--- config.mk ---
export PLATFORM = sky130hd
export DESIGN_NAME = viterbi_decoder_k3
export DESIGN_NICKNAME = d
export VERILOG_FILES = /design/src/rtl/viterbi_pkg.sv /design/src/rtl/viterbi_acs.sv /design/src/rtl/viterbi_decoder_k3.sv
export SDC_FILE = /design/constraint.sdc
export NUM_CORES = 1
export LEC_CHECK = 0
export ABC_CLOCK_PERIOD_IN_PS = 6600
export CORE_AREA = 3 3 117 119
export CTS_CLUSTER_DIAMETER = 80
export DETAILED_ROUTE_END_ITERATION = 12
export DIE_AREA = 0 0 120 122
export PLACE_DENSITY = 0.67
export SYNTH_ARGS = -nofsm -noshare
export SYNTH_HDL_FRONTEND = slang
export SYNTH_SLANG_ARGS = --single-unit
--- constraint.sdc ---
create_clock -name clk -period 6.6 [get_ports clk]
set_input_delay 1.65 -clock clk [delete_from_list [all_inputs] [get_ports clk]]
set_output_delay 1.65 -clock clk [all_outputs]
set_load 0.02 [all_outputs]
--- src/rtl/viterbi_pkg.sv ---
// Shared definitions for the K=3, rate-1/2 (g0=7, g1=5) code: defaults,
// state/metric types and the branch-output function used by encoder and decoder.
package viterbi_pkg;
  localparam int TB_DEPTH_DEF = 16;
  localparam int METRIC_W_DEF = 6;
  localparam int METRIC_INIT  = 16;

  typedef logic [1:0]              state_t;
  typedef logic [METRIC_W_DEF-1:0] metric_t;

  // Expected {c1,c0} when input bit b leaves state s={u[n-1],u[n-2]}.
  function automatic logic [1:0] branch_out(input state_t s, input logic b);
    return {b ^ s[1] ^ s[0], b ^ s[0]};
  endfunction
endpackage

--- src/rtl/viterbi_acs.sv ---
// Add-compare-select for one next state: picks the cheaper of two predecessors
// (predecessor 0 wins ties) and shifts the new decision bit into its survivor.
module viterbi_acs #(
  parameter int METRIC_W = 6,
  parameter int TB_DEPTH = 16
) (
  input  logic [METRIC_W-1:0] metric0_i,
  input  logic [METRIC_W-1:0] metric1_i,
  input  logic [1:0]          bm0_i,
  input  logic [1:0]          bm1_i,
  input  logic [TB_DEPTH-1:0] surv0_i,
  input  logic [TB_DEPTH-1:0] surv1_i,
  input  logic                dec_bit_i,
  output logic [METRIC_W-1:0] metric_o,
  output logic [TB_DEPTH-1:0] surv_o
);
  localparam int SW = METRIC_W + 1;

  logic [SW-1:0]       sum0;
  logic [SW-1:0]       sum1;
  logic [SW-1:0]       sum_sel;
  logic [TB_DEPTH-1:0] surv_sel;
  logic                take1;

  // One guard bit keeps the compare exact; the saturate never fires while
  // normalization keeps the metric spread small.
  assign sum0     = {1'b0, metric0_i} + SW'(bm0_i);
  assign sum1     = {1'b0, metric1_i} + SW'(bm1_i);
  assign take1    = sum1 < sum0;
  assign sum_sel  = take1 ? sum1 : sum0;
  assign metric_o = sum_sel[SW-1] ? '1 : sum_sel[METRIC_W-1:0];
  assign surv_sel = take1 ? surv1_i : surv0_i;
  assign surv_o   = (surv_sel << 1) | TB_DEPTH'(dec_bit_i);
endmodule

--- src/rtl/viterbi_decoder_k3.sv ---
// Hard-decision register-exchange Viterbi decoder for the K=3 (7,5) code.
// One symbol per enabled cycle; decoded bit emerges TB_DEPTH-1 symbols later.
module viterbi_decoder_k3
  import viterbi_pkg::*;
#(
  parameter int TB_DEPTH = TB_DEPTH_DEF,
  parameter int METRIC_W = METRIC_W_DEF
) (
  input  logic       clk,
  input  logic       rst,
  input  logic       enable,
  input  logic [1:0] d_in,
  output logic       d_out,
  output logic       valid_o
);
  localparam int CNT_W = $clog2(TB_DEPTH + 1);

  logic [METRIC_W-1:0] metric_q   [4];
  logic [METRIC_W-1:0] acs_metric [4];
  logic [METRIC_W-1:0] metric_d   [4];
  logic [TB_DEPTH-1:0] surv_q     [4];
  logic [TB_DEPTH-1:0] surv_d     [4];
  logic [CNT_W-1:0]    cnt_q;
  logic [CNT_W-1:0]    cnt_d;
  logic                d_out_q;
  logic                d_out_d;
  logic                valid_q;
  logic                valid_d;
  logic                norm;
  state_t              best;

  // Next state ns is reached from {ns[0],0} and {ns[0],1} with input bit ns[1].
  for (genvar gi = 0; gi < 4; gi++) begin : g_acs
    localparam logic [1:0] NS = 2'(gi);
    localparam logic [1:0] P0 = {NS[0], 1'b0};
    localparam logic [1:0] P1 = {NS[0], 1'b1};

    logic [1:0] diff0;
    logic [1:0] diff1;
    logic [1:0] bm0;
    logic [1:0] bm1;

    assign diff0 = d_in ^ branch_out(P0, NS[1]);
    assign diff1 = d_in ^ branch_out(P1, NS[1]);
    assign bm0   = 2'(diff0[1]) + 2'(diff0[0]);
    assign bm1   = 2'(diff1[1]) + 2'(diff1[0]);

    viterbi_acs #(
      .METRIC_W (METRIC_W),
      .TB_DEPTH (TB_DEPTH)
    ) u_acs (
      .metric0_i (metric_q[P0]),
      .metric1_i (metric_q[P1]),
      .bm0_i     (bm0),
      .bm1_i     (bm1),
      .surv0_i   (surv_q[P0]),
      .surv1_i   (surv_q[P1]),
      .dec_bit_i (NS[1]),
      .metric_o  (acs_metric[gi]),
      .surv_o    (surv_d[gi])
    );
  end

  // Dropping a shared MSB subtracts the same amount from every metric.
  always_comb begin
    norm = acs_metric[0][METRIC_W-1] & acs_metric[1][METRIC_W-1] &
           acs_metric[2][METRIC_W-1] & acs_metric[3][METRIC_W-1];
    for (int i = 0; i < 4; i++) begin
      metric_d[i] = acs_metric[i];
      if (norm) metric_d[i][METRIC_W-1] = 1'b0;
    end
  end

  always_comb begin
    best = 2'd0;
    for (int i = 1; i < 4; i++) begin
      if (metric_d[i] < metric_d[best]) best = state_t'(i);
    end
  end

  always_comb begin
    cnt_d = cnt_q;
    if (cnt_q != CNT_W'(TB_DEPTH)) cnt_d = cnt_q + 1'b1;
    valid_d = enable && (cnt_q >= CNT_W'(TB_DEPTH - 1));
    d_out_d = enable ? surv_d[best][TB_DEPTH-1] : d_out_q;
  end

  always_ff @(posedge clk or negedge rst) begin
    if (!rst) begin
      for (int i = 0; i < 4; i++) begin
        metric_q[i] <= (i == 0) ? '0 : METRIC_W'(METRIC_INIT);
        surv_q[i]   <= '0;
      end
      cnt_q   <= '0;
      d_out_q <= 1'b0;
      valid_q <= 1'b0;
    end else begin
      valid_q <= valid_d;
      d_out_q <= d_out_d;
      if (enable) begin
        for (int i = 0; i < 4; i++) begin
          metric_q[i] <= metric_d[i];
          surv_q[i]   <= surv_d[i];
        end
        cnt_q <= cnt_d;
      end
    end
  end

  assign d_out   = d_out_q;
  assign valid_o = valid_q;
endmodule

=== After elaboration in Yosys (flattened, before gate mapping) ===
Index checks and enable logic that the tools add are counted.
Widths: inputs -> output; s select.

* Register bits after elaboration: 89
* Input bits: 5
* Word-level logic and storage cells: 75

* $add $sub $neg: 13
* Order comparisons: 11
* Eq/ne operators: 1
* Multiplexer cells: 28
* Bitwise operators: 9
* Reduce and logical (&&, ||, !) cells: 2

{| class="wikitable"
|+ Operators by type and width
! cell !! number
|-
| $mux 15 || 4
|-
| $add 6x2->7 || 8
|-
| $mux 6 || 8
|-
| $bmux 16 s2 || 1
|-
| $mux 16 || 2
|-
| $lt 7x7->1 || 4
|-
| $mux 7 || 4
|-
| $bmux 6 s2 || 2
|-
| $lt 6x6->1 || 3
|-
| $ge 3x3->1 const B || 3
|-
| $not 2->3 || 3
|-
| $add 1x1->2 || 4
|-
| $add 5x1->5 const B || 1
|-
| $ge 5x4->1 const B || 1
|-
| $mux 1 || 5
|-
| $ne 5x5->1 const B || 1
|-
| $mux 2 || 2
|-
| $and 1x1->1 || 3
|-
| $not 1->1 || 2
|-
| $not 2->2 || 1
|-
| $reduce_and 2->1 || 1
|-
| $logic_and 1x1->1 || 1
|}

=== Logic depth before layout (Yosys ltp) ===
Gate-level depths: netlist of run 1.

* Word-level depth: 28
* Gate-level depth with buffers: 40

=== By module ===
A second synthesis of run 1 with hierarchy kept.

* Cell total of the unflattened synthesis: 673
* Area, all modules: 7,358.3 µm²

{| class="wikitable"
|+ By module, submodules not included
! module !! times used !! cells an instance !! area each (µm²) !! seq. area each (µm²)
|-
| viterbi_decoder_k3 || 1 || 309 || 4,215.3 || 2,381.0
|-
| viterbi_acs || 4 || 91 || 785.8 || 0.0
|}

=== Worst setup path after synthesis of run 1 ===
No wires, ideal clock.

* Path type: in2reg
* Start: input port d_in[0]
* End: register d_out_q, in the netlist d_out
* Setup time: 125 ps
* Arrival time: 8,368 ps
* Required time: 6,475 ps
* Path slack: -1,893 ps
* Cell stages on the path: 39
* Path through: inv_1 ha_1 inv_1 ha_1 ha_1 a21oi_1 nor2_1 xor2_1 ha_1 or3_1 a21oi_1 o21ai_2 and2_0 clkbuf_2 a32o_1 nor3_2 nand2b_1 nor2b_1 [... 3 more ...] nand2_1 a31oi_4 mux2i_1 nand2_1 ha_1 a21oi_1 o21ai_0 o21bai_1 o31a_1 buf_4 nor3b_1 a31oi_1 ha_1 and4_1 o21ai_0 a31o_2 a221oi_2 o2bb2ai_1

{| class="wikitable"
|+ RTL lines
! what !! line !! RTL
|-
| start, declared || viterbi_decoder_k3.sv:12 || <nowiki>input logic [1:0] d_in,</nowiki>
|-
| end signal, assigned || viterbi_decoder_k3.sv:99 || <nowiki>d_out_q <= d_out_d;</nowiki>
|-
| end, declared || viterbi_decoder_k3.sv:25 || <nowiki>logic d_out_q;</nowiki>
|}

==> results.sh, run 1 <==
export IMPL_status="finished, violations left"
export IMPL_failed_checks="setup timing"
export IMPL_cp_required_ps=6860
export IMPL_rows=41
export IMPL_synth_edf_count=0
export IMPL_finalClockSkew_ps=14.4
export IMPL_yosys_warnings=0
export IMPL_grt_overflow_total=0
export IMPL_ff2ff_setup_slack_ps=-390
export IMPL_final_cell_mix="buf_4, nor2_1, dfrtp_1, a21oi_1, mux2i_1"
export IMPL_synth_compound_area_share_pct=16.0
export IMPL_ioPinCount=7
export IMPL_start_util_pct=50.0
export IMPL_port_buffers=6
export IMPL_top_usage_layer="met2"
export IMPL_syn_inst=707
export IMPL_hold_start="surv_q[0]"
export IMPL_synth_flop_cell="dfrtp_1"
export IMPL_gp_congestion=0.912
export IMPL_drv_cap=0
export IMPL_critPathSlowestCell="o31a_1"
export IMPL_cp_data_arrival_time_ps=8540
export IMPL_tightest_slew_ps=1070
export IMPL_drtAntennaViolNets=0
export IMPL_diodes=0
export IMPL_clkLatencyLatePin_ps=350
export IMPL_synth_avg_cell_area_um2=8.95
export IMPL_cts_buffers=9
export IMPL_fin_crit_sh_pct=125
export IMPL_fp_coreArea_um2=12700
export IMPL_synthArstFlopShare_pct=100
export IMPL_yosys_area_share_simple_pct=14.7
export IMPL_area_growth_pct=35.8
export IMPL_pre_cts_slack_ps=-2510
export IMPL_wl_per_cell_um=17.2
export IMPL_ys_types=65
export IMPL_setup_viol=2
export IMPL_hold_end="surv_q[0]"
export IMPL_nets=938
export IMPL_die_h_um=122
export IMPL_vias_per_cell=5.55
export IMPL_synth_nets=774
export IMPL_fin_crit_ps=8280
export IMPL_cts_tree="built"
export IMPL_die_x_um=120
export IMPL_crit_fanout=8
export IMPL_clk_path_buf_depth=2
export IMPL_ys_seq_area_share_pct=34.1
export IMPL_worst_slack_ps=-1680
export IMPL_dieArea_um2=14600
export IMPL_rsz0062_at_grt="yes"
export IMPL_hold_path_depth=1
export IMPL_clkSlewWorstSetupHoldPaths_ps=60
export IMPL_max_clock_freq_mhz=121
export IMPL_grt_pass1_wl_um=28600
export IMPL_ff2ff_path_depth=47
export IMPL_endpoint_kind="flop"
export IMPL_slew_viol_final=0
export IMPL_cts_max_level=3
export IMPL_syn_area_um2=6330
export IMPL_wl_um=18100
export IMPL_grt_usage_pct=24.5
export IMPL_route_detailed_drc=0
export IMPL_grt_start_max_net_pins=117
export IMPL_min_delay_path_class="flop to flop"
export IMPL_max_slew_margin_pct=28.8
export IMPL_use_met3_pct=4.74
export IMPL_synthAdderAreaFrac_pct=12.3
export IMPL_synth_top_family_by_area="compound AO/OA/AOI/OAI gates"
export IMPL_crit_type="input pin to flop"
export IMPL_met2_usage_pct=44.0
export IMPL_cp_start_kind="input pin"
export IMPL_dr_pass1_iters=5
export IMPL_grt_antenna_before_repair=0
export IMPL_hpwl_um=11700
export IMPL_cts_root_buf="clkbuf_16"
export IMPL_critPathMaxStageDelay_ps=410
export IMPL_num_vias=5819
export IMPL_drive_above_1_share_pct=36.9
export IMPL_synthMuxAreaShare_pct=11.8
export IMPL_layout_commonest_cell="buf_4"
export IMPL_initialDrtViolationCount=365
export IMPL_layout_cells_non_filler=1048
export IMPL_dp_cells=974
export IMPL_final_hold_viol_count=0
export IMPL_synth_seq_cells=86
export IMPL_r2r_start="metric_q[19]"
export IMPL_grt_pass1_vias=6000
export IMPL_r2r_end="metric_q[20]"
export IMPL_gr_usage_met1_pct=28.6
export IMPL_clock_sinks=86
export IMPL_synth_xor_area_share_pct=6.09
## timing repair
item / 4_1_cts / 5_1_grt
hold buffers: 0 / 0
setup buffers: 43 / 15
gates resized for setup: 50 / 49
endpoints found under the setup margin: 1 / 2
pin swaps: 34 / 34
## synthesized netlist by cell type, types with 15 or more instances
| cell type | n | area [um2] |
|---|---|---|
| mux2_2 | 15 | 169 |
| clkbuf_1 | 17 | 63.8 |
| xnor2_1 | 26 | 228 |
| nor2_1 | 99 | 372 |
| mux2i_1 | 58 | 581 |
| ha_1 | 62 | 776 |
| dfrtp_1 | 83 | 2080 |
| xor2_1 | 18 | 158 |
| nand2_1 | 43 | 161 |
| inv_1 | 33 | 124 |
| o21ai_0 | 28 | 140 |
| a21oi_1 | 83 | 415 |
## critical path, delay by kind of cell
family | cells | cell delay, ps
AO/OA/AOI/OAI | 14 | 2900
adder cells (fa/ha/maj) | 5 | 1310
AND/OR/NAND/NOR | 10 | 1390
buffers and inverters | 4 | 490
XOR/XNOR | 2 | 390
multiplexers | 2 | 380
## registers in the layout, indices dropped and copies added (netlist names)
name and cells:
d_out 1, valid_o 1, surv_q 55, metric_q 24, cnt_q 5
## routing by layer
layer  vias up  part of all wire, %  routed length (um)
li1       2779                    -                   -
met1      2801                   40                7270
met2       170                   51                9180
met3        69                  4.5                 808
met4         0                  4.5                 807
met5         -                    0                   0
## cell families (layout without fill, tap and decap cells)
logic type | Yosys count | in the layout
and+or+nand+nor | 203 | 203
AOI/OAI and AO/OA | 166 | 166
DFF | 86 | 86
muxes | 73 | 73
buffers and inverters | 73 | 242
adders and majority gates | 62 | 62
xor gates and xnor gates | 44 | 44
## cell type report
| class | instances | area (um2) |
|---|---|---|
| flip-flops and latches | 86 | 2160 |
| repair buffers | 191 | 1470 |
| well taps | 172 | 215 |
| clock inverters | 4 | 28.8 |
| inverters | 35 | 141 |
| fillers | 941 | 4080 |
| clock buffers | 12 | 256 |
| multi-input cells | 548 | 4330 |
## metrics by stage
step	utilization (%)	TNS, ps	hold WS, ps	area (um2)
6_report	67.8	-3330	492	8600
5_1_grt	67.8	-3670	500	8600
4_1_cts	65.1	-2710	490	8250
3_5_place_dp	59.2	-2510	468	7500
2_1_floorplan	-	-1480	439	6450
3_3_place_gp	59.2	-2200	452	7500
## how the worst max path moves through the flow
stage / from / slack, ps / endpoint
2_1_floorplan: d_in[1] / -1480 / d_out
3_3_place_gp: d_in[1] / -2200 / d_out
3_5_place_dp: d_in[1] / -2510 / d_out
4_1_cts: d_in[0] / -1400 / d_out
5_1_grt: d_in[0] / -1930 / d_out
6_report: d_in[0] / -1680 / d_out
Power of run 1 is left out: the tool's default activity adds up to more than one toggle a clock period on the data nets, which glitch-free logic cannot reach.
==> run 2: changes to the inputs <==
CORE_AREA = 4 4 118 120   (was 3 3 117 119)
DIE_AREA = 0 0 122 124   (was 0 0 120 122)
HOLD_SLACK_MARGIN = 0.15   (was default)
==> results.sh, run 2 (synthesis results as in run 1) <==
export IMPL_start_util_pct=48.8
export IMPL_tightest_slew_ps=757
export IMPL_die_h_um=124
export IMPL_cts_buffers=9
export IMPL_vias_per_cell=5.44
export IMPL_slew_viol_final=0
export IMPL_hold_path_depth=1
export IMPL_cpMostUsedCell="ha_4"
export IMPL_dieArea_um2=15100
export IMPL_clkLatencyLatePin_ps=350
export IMPL_grt_start_max_net_pins=77
export IMPL_clk_path_buf_depth=2
export IMPL_diodes=0
export IMPL_critPathLaunch="d_in[0]"
export IMPL_max_flop_register="surv_q"
export IMPL_worst_slack_ps=-1560
export IMPL_final_core_util_pct=63.7
export IMPL_cts_max_level=3
export IMPL_gp_congestion=0.924
export IMPL_grt_pass1_vias=5772
export IMPL_grt_antenna_before_repair=0
export IMPL_drv_cap=0
export IMPL_die_x_um=122
export IMPL_route_detailed_drc=0
export IMPL_grt_pass1_wl_um=27700
export IMPL_endpoint_kind="flop"
export IMPL_reg_top3="surv_q x55, metric_q x24, cnt_q x5"
export IMPL_port_buffers=6
export IMPL_fin_crit_ps=8160
export IMPL_status="finished, violations left"
export IMPL_drtAntennaViolNets=0
export IMPL_multiInputGateArea_um2=4180
export IMPL_critPathMaxStageDelay_ps=370
export IMPL_clock_sinks=86
export IMPL_critPathSlowestCell="or3_4"
export IMPL_max_slew_margin_pct=49.6
export IMPL_dp_cells=978
export IMPL_r2r_start="metric_q[19]"
export IMPL_layout_cells_non_filler=1029
export IMPL_nets=915
export IMPL_num_vias=5597
export IMPL_ff_latch_area_um2=2160
export IMPL_cp_required_ps=6880
export IMPL_layout_commonest_cell="buf_4"
export IMPL_cts_root_buf="clkbuf_16"
export IMPL_min_delay_path_class="flop to flop"
export IMPL_setup_viol=1
export IMPL_largest_register_ffs=55
export IMPL_clkSlewWorstSetupHoldPaths_ps=70
export IMPL_fp_coreArea_um2=13000
export IMPL_cp_data_arrival_time_ps=8440
export IMPL_wl_per_cell_um=16.5
export IMPL_drive_above_1_share_pct=32.2
export IMPL_crit_fanout=6
export IMPL_ioPinCount=7
export IMPL_grt_overflow_total=0
export IMPL_place_area_um2=7500
export IMPL_initialDrtViolationCount=382
export IMPL_finalClockSkew_ps=8.18
export IMPL_final_hold_viol_count=0
export IMPL_crit_type="input pin to flop"
export IMPL_hpwl_um=12500
export IMPL_area_growth_pct=30.7
export IMPL_cp_endpoint="d_out"
export IMPL_cts_tree="built"
export IMPL_cp_start_kind="input pin"
export IMPL_final_cell_mix="buf_4, nor2_1, dfrtp_1, a21oi_1, mux2i_1"
export IMPL_ff2ff_setup_slack_ps=-230
export IMPL_fin_crit_sh_pct=124
export IMPL_ff2ff_path_depth=35
export IMPL_dr_pass1_iters=5
export IMPL_rsz0062_at_grt="yes"
export IMPL_grt_usage_pct=23.2
export IMPL_r2r_end="d_out"
export IMPL_final_area_um2=8270
export IMPL_rows=42
export IMPL_postCtsHoldBufs=0
export IMPL_wl_um=17000
export IMPL_max_clock_freq_mhz=122
export IMPL_failed_checks="setup timing"
export IMPL_fillers=1064
export IMPL_tns_ps=-1560
## run 2: worst min-delay path by stage
stage / to / slack, ps / start
final: surv_q[0] / 470 / surv_q[0]
after global routing: surv_q[0] / 490 / surv_q[0]
after CTS: surv_q[0] / 480 / surv_q[0]
after detailed placement: surv_q[0] / 470 / surv_q[0]
after global placement: surv_q[0] / 450 / surv_q[0]
after floorplan: surv_q[0] / 440 / surv_q[0]
## run 2: cell type report
cell class | count | share of cell area (%)
repair buffers | 168 | 15.6
flip-flops and latches | 86 | 26.1
clock buffers | 10 | 2.77
multi-input cells | 548 | 50.5
inverters | 35 | 1.71
well taps | 176 | 2.66
clock inverters | 6 | 0.665
## run 2: layer usage
layer | global-route usage, % | wire (um) | part of all wire [%] | vias to the layer above
li1 | - | - | - | 2753
met1 | 28.5 | 7300 | 43 | 2654
met2 | 40.4 | 8420 | 49 | 144
met3 | 3.00 | 652 | 3.8 | 46
met4 | 11.1 | 649 | 3.8 | 0
met5 | 0 | 0 | 0 | -
## run 2: critical path: cells and delay by family
| kind | cells | cell delay (ps) |
|---|---|---|
| XOR/XNOR | 1 | 230 |
| AO/OA/AOI/OAI | 15 | 2460 |
| multiplexers | 1 | 300 |
| adder cells (fa/ha/maj) | 6 | 1460 |
| buffers and inverters | 5 | 470 |
| AND/OR/NAND/NOR | 12 | 1860 |
## run 2: repair_timing
| action | in CTS | in global routing |
|---|---|---|
| gates resized for setup | 42 | 27 |
| setup endpoints to repair | 1 | 1 |
| pin swaps | 28 | 28 |
| setup buffers | 25 | 10 |
## run 2: metrics by stage
stage / setup slack, ps / hold WS (ps)
final: -1560 / 473
after global routing: -1940 / 487
after CTS: -1390 / 481
after detailed placement: -2530 / 469
after global placement: -2180 / 455
after floorplan: -1480 / 439
Power of run 2 is left out for the same reason.
==> run 3: changes to the inputs <==
SKIP_CTS_REPAIR_TIMING = 1   (was default)
==> results.sh, run 3 (synthesis results as in run 1) <==
export IMPL_cts_tree="built"
export IMPL_max_clock_freq_mhz=124
export IMPL_min_delay_path_class="flop to flop"
export IMPL_drv_cap=0
export IMPL_clock_sinks=86
export IMPL_gp_congestion=0.924
export IMPL_final_core_util_pct=63.2
export IMPL_grt_pass1_vias=5550
export IMPL_max_flop_register="surv_q"
export IMPL_grt_usage_pct=22.5
export IMPL_crit_type="input pin to flop"
export IMPL_tns_ps=-1480
export IMPL_status="finished, violations left"
export IMPL_cts_max_level=3
export IMPL_layout_commonest_cell="buf_4"
export IMPL_die_x_um=122
export IMPL_wl_um=16800
export IMPL_finalClockSkew_ps=8.89
export IMPL_nets=901
export IMPL_dieArea_um2=15100
export IMPL_largest_register_ffs=55
export IMPL_grt_overflow_total=0
export IMPL_cp_required_ps=6880
export IMPL_drtAntennaViolNets=0
export IMPL_start_util_pct=48.8
export IMPL_fin_crit_sh_pct=122
export IMPL_port_buffers=6
export IMPL_grt_start_max_net_pins=77
export IMPL_fin_crit_ps=8080
export IMPL_cp_data_arrival_time_ps=8360
export IMPL_reg_top3="surv_q x55, metric_q x24, cnt_q x5"
export IMPL_clk_path_buf_depth=2
export IMPL_num_vias=5519
export IMPL_rsz0062_at_grt="yes"
export IMPL_route_detailed_drc=0
export IMPL_fp_coreArea_um2=13000
export IMPL_grt_pass1_wl_um=27000
export IMPL_tightest_slew_ps=749
export IMPL_endpoint_kind="flop"
export IMPL_wl_per_cell_um=16.6
export IMPL_ioPinCount=7
export IMPL_cpMostUsedCell="ha_4"
export IMPL_slew_viol_final=0
export IMPL_cts_buffers=9
export IMPL_die_h_um=124
export IMPL_dr_pass1_iters=5
export IMPL_hpwl_um=12500
export IMPL_max_slew_margin_pct=50.1
export IMPL_clkSlewWorstSetupHoldPaths_ps=70
export IMPL_setup_viol=1
export IMPL_critPathSlowestCell="o31a_1"
export IMPL_pre_cts_slack_ps=-2530
export IMPL_cp_start_kind="input pin"
export IMPL_initialDrtViolationCount=436
export IMPL_fin_worst_hold_slack_ps=475
export IMPL_drive_above_1_share_pct=31.3
export IMPL_failed_checks="setup timing"
export IMPL_final_cell_mix="buf_4, nor2_1, dfrtp_1, a21oi_1, mux2i_1"
export IMPL_grt_antenna_before_repair=0
export IMPL_critPathMaxStageDelay_ps=310
export IMPL_diodes=0
export IMPL_cts_root_buf="clkbuf_16"
export IMPL_worst_slack_ps=-1480
export IMPL_rows=42
export IMPL_clkLatencyLatePin_ps=350
export IMPL_crit_fanout=5
export IMPL_vias_per_cell=5.44
export IMPL_final_hold_viol_count=0
export IMPL_area_growth_pct=29.6
## run 3: changes by cell type in the layout (fill, tap and decap cells not counted), moves of 2 or more
cell,before,now
buf_4,161,145
a21oi_1,71,68
ha_1,48,51
ha_2,7,4
a21oi_2,12,14
buf_6,3,5
nor2_1,97,95
nor2b_1,6,8
nor2b_2,3,1
## run 3: routing by layer
layer | global-route usage (%) | up-vias | part of all wire (%)
met1 | 28.2 | 2653 | 43
met2 | 40.0 | 107 | 51
met3 | 2.68 | 31 | 3.4
li1 | - | 2728 | -
met4 | 8.26 | 0 | 2.6
met5 | 0 | - | 0
## run 3: per-stage QoR
stage	instances	instance area, um2
2_1_floorplan	707	6450
3_3_place_gp	978	7500
3_5_place_dp	978	7500
4_1_cts	994	7790
5_1_grt	1015	8200
6_report	1015	8200
## run 3: path summary, 6_finish.rpt
kind / endpoint / slack (ps) / depth (start not counted) / start
max in group asynchronous: metric_q[7] / 4300 / 2 / rst
setup reg to reg: d_out / -140 / 35 / metric_q[19]
setup / recovery: d_out / -1480 / 39 / d_in[0]
min in group asynchronous: surv_q[10] / 1230 / 1 / rst
hold / removal: surv_q[0] / 480 / 1 / surv_q[0]
hold reg to reg: surv_q[0] / 480 / 1 / surv_q[0]
## run 3: critical path: cells and delay by family
| family | cells | cell delay [ps] |
|---|---|---|
| compound gates | 15 | 2620 |
| fa+ha+maj | 6 | 1470 |
| xor+xnor | 1 | 170 |
| mux | 1 | 290 |
| buf+inv | 5 | 590 |
| simple gates | 11 | 1540 |
## run 3: layout make-up
cell class / count / area (um2)
clock inverters: 6 / 55.1
well taps: 176 / 220
repair buffers: 154 / 1190
fillers: 1074 / 4780
flip-flops and latches: 86 / 2160
inverters: 35 / 141
clock buffers: 10 / 229
multi-input cells: 548 / 4210
Power of run 3 is left out for the same reason.
